$ cat config.mk
export PLATFORM = sky130hd
export DESIGN_NAME = display_arbiter
export DESIGN_NICKNAME = d
export VERILOG_FILES = /design/src/rtl/display_arb_pkg.sv /design/src/rtl/rr_picker.sv /design/src/rtl/display_arbiter.sv
export SDC_FILE = /design/constraint.sdc
export NUM_CORES = 1
export LEC_CHECK = 0
export ABC_CLOCK_PERIOD_IN_PS = 5400
export CAP_MARGIN = 20
export CORE_MARGIN = 5
export CORE_UTILIZATION = 50
export CTS_BUF_LIST = sky130_fd_sc_hd__clkbuf_4 sky130_fd_sc_hd__clkbuf_8
export CTS_CLUSTER_DIAMETER = 40
export DETAILED_ROUTE_END_ITERATION = 10
export GPL_TIMING_DRIVEN = 0
export PLACE_DENSITY = 0.81
export SLEW_MARGIN = 20
export SYNTH_ARGS = -nofsm -noshare
export SYNTH_HDL_FRONTEND = slang
export SYNTH_HIERARCHICAL = 1
export SYNTH_SLANG_ARGS = --single-unit
$ cat constraint.sdc
create_clock -name clk -period 5.4 [get_ports clk]
set_clock_uncertainty 0.05 [all_clocks]
set_input_delay 1.08 -clock clk [delete_from_list [all_inputs] [get_ports clk]]
set_output_delay 1.08 -clock clk [all_outputs]
set_load 0.01 [all_outputs]
$ cat src/rtl/display_arb_pkg.sv
// Shared definitions for the display arbiter and its round-robin picker.
package display_arb_pkg;

  // Number of requesters sharing the seven-segment display.
  localparam int NREQ = 4;

  // Value driven to the decoder while nobody owns the display.
  localparam int IDLE_ADDR = 0;

  // IDLE: display unowned. HOLD: one owner with the hold counter running.
  typedef enum logic {
    ST_IDLE = 1'b0,
    ST_HOLD = 1'b1
  } state_t;

endpackage

$ cat src/rtl/rr_picker.sv
// Combinational round-robin picker.
// The search begins at the index just above start and wraps modulo N. This
// means start itself is the last index considered. Requesters whose excl bit
// is set are never chosen.
module rr_picker
  import display_arb_pkg::*;
#(
  parameter int N  = NREQ,
  parameter int PW = (N > 1) ? $clog2(N) : 1
) (
  input  logic [N-1:0]  req,
  input  logic [PW-1:0] start,
  input  logic [N-1:0]  excl,
  output logic [N-1:0]  win,
  output logic          vld
);

  logic [PW-1:0] idx;

  // Walk the requesters upward from start+1 and take the first eligible one.
  always_comb begin
    win = '0;
    vld = 1'b0;
    idx = '0;
    for (int k = 1; k <= N; k++) begin
      idx = PW'((int'(start) + k) % N);
      if (!vld && req[idx] && !excl[idx]) begin
        win[idx] = 1'b1;
        vld      = 1'b1;
      end
    end
  end

endmodule

$ cat src/rtl/display_arbiter.sv
// Round-robin arbiter that shares one seven-segment display among NREQ
// requesters. It guarantees each owner HOLD cycles under contention, unless
// the owner drops its request earlier. All outputs come straight from flops.
module display_arbiter #(
  parameter int AW   = 8,
  parameter int NREQ = display_arb_pkg::NREQ,
  parameter int HOLD = 12000000
) (
  input  logic                clk,
  input  logic                reset,
  input  logic [NREQ-1:0]     req,
  input  logic [NREQ*AW-1:0]  data,
  output logic [NREQ-1:0]     gnt,
  output logic [AW-1:0]       addr,
  output logic                blank
);
  import display_arb_pkg::*;

  localparam int            CW       = (HOLD > 1) ? $clog2(HOLD) : 1;
  localparam int            PW       = (NREQ > 1) ? $clog2(NREQ) : 1;
  localparam logic [CW-1:0] CNT_LOAD = CW'(HOLD - 1);

  state_t          state, state_nx;
  logic [CW-1:0]   cnt, cnt_nx;
  logic [PW-1:0]   ptr, ptr_nx;
  logic [NREQ-1:0] gnt_nx;
  logic [AW-1:0]   addr_nx;
  logic            blank_nx;

  logic [NREQ-1:0] pick_excl;
  logic [NREQ-1:0] pick_win;
  logic            pick_vld;
  logic            owner_gone;
  logic            take;

  // The owner drops out this cycle if it is no longer requesting.
  assign owner_gone = (state == ST_HOLD) && ((req & gnt) == '0);

  // When the owner releases early, it is excluded from the next search.
  // On expiry it is still a candidate. Because the search starts just after
  // the owner, the owner is reached last and so has the lowest priority.
  assign pick_excl = owner_gone ? gnt : '0;

  rr_picker #(
    .N  (NREQ),
    .PW (PW)
  ) u_picker (
    .req   (req),
    .start (ptr),
    .excl  (pick_excl),
    .win   (pick_win),
    .vld   (pick_vld)
  );

  function automatic logic [PW-1:0] oh2idx(input logic [NREQ-1:0] oh);
    oh2idx = '0;
    for (int i = 0; i < NREQ; i++) begin
      if (oh[i]) oh2idx = PW'(i);
    end
  endfunction

  // State register: FSM, hold counter, last-granted pointer and all outputs.
  always_ff @(posedge clk) begin
    if (!reset) begin
      state <= ST_IDLE;
      cnt   <= '0;
      ptr   <= PW'(NREQ - 1);
      gnt   <= '0;
      addr  <= AW'(IDLE_ADDR);
      blank <= 1'b1;
    end else begin
      state <= state_nx;
      cnt   <= cnt_nx;
      ptr   <= ptr_nx;
      gnt   <= gnt_nx;
      addr  <= addr_nx;
      blank <= blank_nx;
    end
  end

  // Next state: grant from IDLE, count down in HOLD, and re-arbitrate on
  // expiry or early release.
  always_comb begin
    state_nx = state;
    cnt_nx   = cnt;
    ptr_nx   = ptr;
    gnt_nx   = gnt;
    take     = 1'b0;
    case (state)
      ST_IDLE: begin
        if (pick_vld) take = 1'b1;
      end
      ST_HOLD: begin
        if (owner_gone || cnt == '0) begin
          if (pick_vld) begin
            take = 1'b1;
          end else begin
            state_nx = ST_IDLE;
            gnt_nx   = '0;
            cnt_nx   = '0;
          end
        end else begin
          cnt_nx = cnt - 1'b1;
        end
      end
      default: begin
        state_nx = ST_IDLE;
        gnt_nx   = '0;
      end
    endcase
    if (take) begin
      state_nx = ST_HOLD;
      gnt_nx   = pick_win;
      cnt_nx   = CNT_LOAD;
      ptr_nx   = oh2idx(pick_win);
    end
  end

  // Output decode: forward the next owner's data, or the idle value.
  always_comb begin
    addr_nx = AW'(IDLE_ADDR);
    for (int i = 0; i < NREQ; i++) begin
      if (gnt_nx[i]) addr_nx = data[i*AW +: AW];
    end
    blank_nx = (state_nx == ST_IDLE);
  end

endmodule

==> flow_summary.json <==
{
  "design_area_mm2": 0.003497,
  "pwr-share-seq": 0.274,
  "clockBufferDepth": 2,
  "grt_pass1_vias": 2763,
  "power_density_mw_per_mm2": 445.7,
  "yosys_register_bits": 40,
  "crit_fanout": 9,
  "cts.root.buffer_cell": "clkbuf_8",
  "hold_path_class": "reg -> reg",
  "grt_overflow": 0,
  "slew_headroom": 0.4017,
  "clkTransAtPathRegs_ps": 100,
  "drc": 0,
  "firstDrtPassIters": 5,
  "setup_violations": 0,
  "synth_edf_count": 0,
  "fp-row-count": 27,
  "final_core_util": 0.6390,
  "hold_viol": 0,
  "clock_latency_ps": 320,
  "min_period_over_period": 0.9362,
  "fp.dieW_um": 84.72,
  "crit_path_start_kind": "primary input",
  "tightestPinTransition_ps": 893.5,
  "wl_met1_um": 3383,
  "fin_cells": 468,
  "drive_gt1_frac": 0.1035,
  "dpl.hpwl_um": 5722,
  "grt_antenna_before_repair": 0,
  "syn_area_per_cell_um2": 8.259,
  "initial_utilization": 0.5101,
  "final_cell_mix": "clkdlybuf4s50_1 (50), dfxtp_1 (40), nor2_1 (38), inv_1 (28), a21oi_1 (19)",
  "grt_pass1_wl_um": 13050,
  "htreeDepth": 2,
  "coreArea_mm2": 0.005473,
  "nets": 442,
  "place_inst": 460,
  "max_freq_ghz": 0.1978,
  "synthDistinctLibCells": 62,
  "cts_hold_buf": 0,
  "syn_inst": 338,
  "crit_path_end_kind": "register",
  "grt_use_total": 0.2205,
  "area_growth_pct": 25.28,
  "seq_area_frac_synth": 0.2869,
  "antenna_cells": 0,
  "cts_buffers": 5,
  "grt_max_degree": 15,
  "met3WireLength_um": 803,
  "intPower_uw": 886.8,
  "dieArea_mm2": 0.007177,
  "pin_count": 51,
  "crit_required_ps": 5560,
  "synthFlopType": "dfxtp_1",
  "ys_warn_count": 6,
  "port_buffers": 50,
  "tns_ps": 0,
  "antenna_left": 0,
  "via_per_inst": 6.415,
  "swShare": 0.4310,
  "p_leak_uw": 0.001361,
  "place_congestion": 0.8946,
  "syn-cell-area_mm2": 0.002791,
  "irDropWorstVdd_mv": 0.2259,
  "status": "finished, final reports clean",
  "ff_latch_area_um2": 800.8,
  "drt-total-wl_um": 8185,
  "synthArstFlopShare": 0,
  "syn-num-nets": 385,
  "cts_tree": "built",
  "cts_resized": 0,
  "maxCapViolations": 0,
  "multi_input_area_mm2": 0.001792,
  "cts.sinks": 40,
  "cts_setup_buffers": 0,
  "die_y_um": 84.72,
  "critPathKind": "in -> reg",
  "p_comb_frac": 0.557,
  "critical_path_arrival_ps": 5210,
  "final_common_cell": "clkdlybuf4s50_1",
  "vias": 3002,
  "rsz0062_at_grt": "false",
  "routed.top_layer": "met4",
  "clkPwrFrac": 0.169,
  "drt_iter0_drc": 283,
  "place_area_mm2": 0.003382,
  "power_uw": 1559,
  "finalCriticalPeriod_ps": 5056,
  "wl_met2_um": 3800,
  "p_switching_uw": 671.7,
  "final_max_slew_viol_count": 0,
  "wl_per_cell_um": 17.49,
  "n_fill_cell": 492
}
==> state kept, by name (all words and copies together), names as in the netlist <==
signal	flops
blank	1
gnt	4
ptr	2
cnt	24
addr	8
state	1
==> power by group through the flow <==
stage | sequential (µW) | combinational (µW) | clock (µW)
2_1_floorplan | 433 | 600 | 0
3_3_place_gp | 432 | 828 | 0
3_5_place_dp | 433 | 849 | 0
4_1_cts | 427 | 855 | 261
5_1_grt | 437 | 943 | 274
6_report | 428 | 868 | 263
==> cell usage after synthesis, types with 2 or more instances <==
| cell type | n | area share |
|---|---|---|
| a2111oi_2 | 3 | 0.016 |
| a211oi_1 | 9 | 0.024 |
| a21oi_1 | 19 | 0.034 |
| a221o_1 | 10 | 0.036 |
| a221oi_1 | 3 | 0.0094 |
| a311oi_1 | 9 | 0.028 |
| a31o_2 | 8 | 0.025 |
| a31oi_1 | 9 | 0.020 |
| a41o_1 | 2 | 0.0072 |
| and2_1 | 9 | 0.020 |
| and3_1 | 7 | 0.016 |
| buf_2 | 3 | 0.0054 |
| buf_6 | 3 | 0.012 |
| clkbuf_1 | 10 | 0.013 |
| dfxtp_1 | 40 | 0.29 |
| ha_1 | 9 | 0.040 |
| inv_1 | 28 | 0.038 |
| mux4_2 | 2 | 0.016 |
| nand2_1 | 11 | 0.015 |
| nand2b_1 | 4 | 0.0090 |
| nand3_1 | 9 | 0.016 |
| nand4_1 | 4 | 0.0090 |
| nor2_1 | 38 | 0.051 |
| nor2b_1 | 3 | 0.0067 |
| nor3_1 | 11 | 0.020 |
| nor3b_1 | 2 | 0.0054 |
| nor4_1 | 5 | 0.011 |
| o211ai_1 | 5 | 0.013 |
| o21ai_0 | 9 | 0.016 |
| o21ai_1 | 3 | 0.0054 |
| o21bai_1 | 2 | 0.0054 |
| o221a_2 | 3 | 0.012 |
| o32ai_1 | 8 | 0.025 |
| or2b_1 | 2 | 0.0054 |
| or3_1 | 2 | 0.0045 |
| xnor2_1 | 5 | 0.016 |
| xor2_1 | 4 | 0.013 |
==> critical path, cell delays in order <==
cell and delay (ps):
clkdlybuf4s50_1 430, a222oi_1 570, and3_1 310, nor2b_4 70, mux4_2 510, and2_1 180, a221o_1 260, a221o_1 300
and2_1 200, o21ai_1 520, and3_1 260, buf_6 130, a311oi_1 100, o32ai_1 290
==> layout make-up <==
cell class                 count  area share
tap                           72     0.02576
clock buffer                   5     0.01968
clock inverter                 3     0.01324
sequential                    40      0.2290
buffer                        16     0.02469
timing repair buffer          50      0.1431
multi-input combinational    252      0.5123
inverter                      30     0.03220
==> final timing paths <==
path	start	endpoint	slack, ps	cells after the start
max	req[1]	addr[2]	340	14
min	cnt[20]	cnt[20]	480	2
max reg2reg	gnt[2]	addr[2]	1170	13
min reg2reg	cnt[20]	cnt[20]	480	2
==> per-stage QoR <==
stage	hold WS [ps]	setup slack, ps
global placement	434.0	143.5
CTS	471.4	366.6
floorplan	416.6	1022
global route	503.4	97.16
detailed placement	449.8	85.08
finish	477.8	344.3
==> metal layers <==
| metal | track usage | vias to the layer above |
|---|---|---|
| met5 | 0 | - |
| met4 | 0.07050 | 0 |
| met3 | 0.05986 | 28 |
| met2 | 0.3651 | 180 |
| met1 | 0.2776 | 1390 |
| li1 | - | 1404 |
==> cells by family (layout without fill, tap and decap cells) <==
family	Yosys count	after routing	synth area share
adders and majority gates	9	9	0.04034
muxes	3	3	0.01972
AOI/OAI and AO/OA	114	114	0.3263
xor gates and xnor gates	9	9	0.02824
buffers and inverters	46	104	0.07126
and+or+nand+nor	117	117	0.2272
DFF	40	40	0.2869
Power figures use the tool's default switching activity.
==> variant, RTL diff (same settings) <==
The parameter `AW` goes from 8 to 6.
--- a/src/rtl/display_arbiter.sv
+++ b/src/rtl/display_arbiter.sv
@@ -3,5 +3,5 @@
 // the owner drops its request earlier. All outputs come straight from flops.
 module display_arbiter #(
-  parameter int AW   = 8,
+  parameter int AW   = 6,
   parameter int NREQ = display_arb_pkg::NREQ,
   parameter int HOLD = 12000000
Interface: changed (resized addr and data); port bits go from 51 to 41. The function was not compared with the original's and may differ.
==> variant against the original RTL <==
  * First-iteration DRC count fell by 34%
  * Critical endpoint is now addr[0]
  * Sequential cell count fell by 2
  * Via count fell by 7.2%
  * Routed wire length fell by 6.3%
  * Non-clock buffer count fell by 13
  * Register-to-register slack improved by 0.04 ns
  * Area after synthesis fell by 3.5%
  * Setup slack improved by 0.12 ns
  * Synthesized cell count fell by 6.5%
  * Power fell by 10%
  * Cell area fell by 6.0%
  * Combinational power fell by 11%
  * Count of clock-buffer cells in the layout rose by 2
==> variant: results (changes against the original RTL) <==
* Status: complete, no violations
* Hold depth at 1 (-1)
* Syn_area_per_cell at 8.53 sq um (+3.3%)
* Reg-to-reg endpoint: addr[0]
* Clk Latency, worst-skew pair at 0.30 ns (-0.02 ns)
* Largest net degree at the start of global routing at 12 (-3)
* Vias at 2,785 (-7.2%)
* First-pass GRT wire length at 13.2 mm (+1.0%)
* Commonest cells in the netlist: dfxtp_1, nor2_1, o21ai_0
* Flops & latches, synth at 38 (-5.0%)
* Mux contribution to synthesized area at 2.09% (+0.12 points)
* Register area share after synthesis at 28.2% (-0.46 points)
* Max VDD drop at 188 uV (-17%)
* Inverters at 14 (-53%)
* Psw at 0.604 mW (-10%)
* Clk slew on worst S/H paths at 0.07 ns (-0.03 ns)
* Final Instance Count excl. Fillers at 435 (-7.1%)
* Layout non-clock buf frac at 14.0% (-2.8 points)
* Post-Place Worst Slack at -0.0111 ns (-0.0962 ns)
* Crit path DAT at 5.11 ns (-0.10 ns)
* Dpl cells at 426 (-7.4%)
* Number of port buffers at 40 (-20%)
* Non-clock buffers at 53 (-20%)
* R2r setup slk at 1.21 ns (+0.04 ns)
* Fraction of area in multi-input gates at 55.7% (+4.5 points)
* Reg-to-reg startpoint: state
* Layout cell share with drive strength beyond 1 at 11.2% (+0.88 points)
* Detailed Route WL at 7.67 mm (-6.3%)
* Worst-path maximum fanout at 6 (-3)
* Dpl hpwl at 5.58 mm (-2.5%)
* Seq. cell area at 761 sq um (-5.0%)
* Synth Net Count at 355 (-7.8%)
* Relative slew slack at 50.6% (+10 points)
* Comb pwr share at 55.5% (-0.2 points)
* Compound-Gate Fraction of Synth Area at 32.3% (-0.37 points)
* Post-Synth Adder-Cell Area at 4.18% (+0.14 points)
* Final Net Count at 403 (-8.8%)
* Clock buf/inv share at 2.89% (-0.40 points)
* GRT Overall Usage at 22.6% (+0.53 points)
* Max stage delay on crit path at 0.59 ns (+0.02 ns)
* Count of cell types in the netlist at 71 (+15%)
* Pwr Density at 426 nW/um^2 (-4.5%)
* Clock-net power at 0.212 mW (-19%)
* CLK BUF at 7 (+2)
variant: cell types whose count changed in the layout (fill, tap and decap cells not counted), sizes merged, moves of 5 or more:
cell,unedited run,this run
a21boi,1,7
a31o,8,3
a31oi,9,2
clkdlybuf4s50,50,40
inv,30,13
nor2,39,24
o21ai,12,20
o2bb2ai,0,6
o32ai,8,0
variant: metrics by stage:
| stage | hold WS, ns | utilization (%) | TNS [ns] | cell area [sq um] |
|---|---|---|---|---|
| final | 0.474 | 63.5 | 0 | 3290 |
| after global routing | 0.495 | 63.5 | 0 | 3290 |
| after CTS | 0.463 | 63.4 | 0 | 3280 |
| after detailed placement | 0.449 | 61.5 | -0.0177 | 3180 |
| after global placement | 0.433 | 61.5 | 0 | 3180 |
| after floorplan | 0.403 | - | 0 | 2700 |
variant: per-layer routing:
metal | global-route usage [%] | share of wire [%]
met1 | 29.3 | 43
met2 | 36.7 | 46
met3 | 6.34 | 10
met4 | 6.29 | 1.1
met5 | 0 | 0
variant: worst max path at each step:
stage / startpoint / to / slack (ns)
detailed placement: req[1] / addr[2] / -0.01
CTS: req[1] / addr[2] / 0.27
global placement: req[1] / addr[1] / 0.11
finish: req[0] / addr[0] / 0.47
floorplan: req[1] / addr[0] / 1.08
global route: req[0] / addr[0] / 0.08
variant: kinds of logic after synthesis:
kind of cell    after synthesis
flops                        38
compound gates              111
simple gates                118
buf+inv                      26
xor+xnor                     11
mux                           3
fa+ha+maj                     9
variant: worst register-to-register path, cell delays in order (launching register included):
cell	delay [ns]
dfxtp_1	0.44
a21boi_0	0.52
and3_1	0.31
nor2b_4	0.07
mux4_2	0.51
and2_1	0.18
a221o_1	0.26
a221o_1	0.35
mux2_2	0.29
nand2_1	0.10
nand2_1	0.07
a311oi_1	0.59
o21ai_0	0.20
o2bb2ai_1	0.17
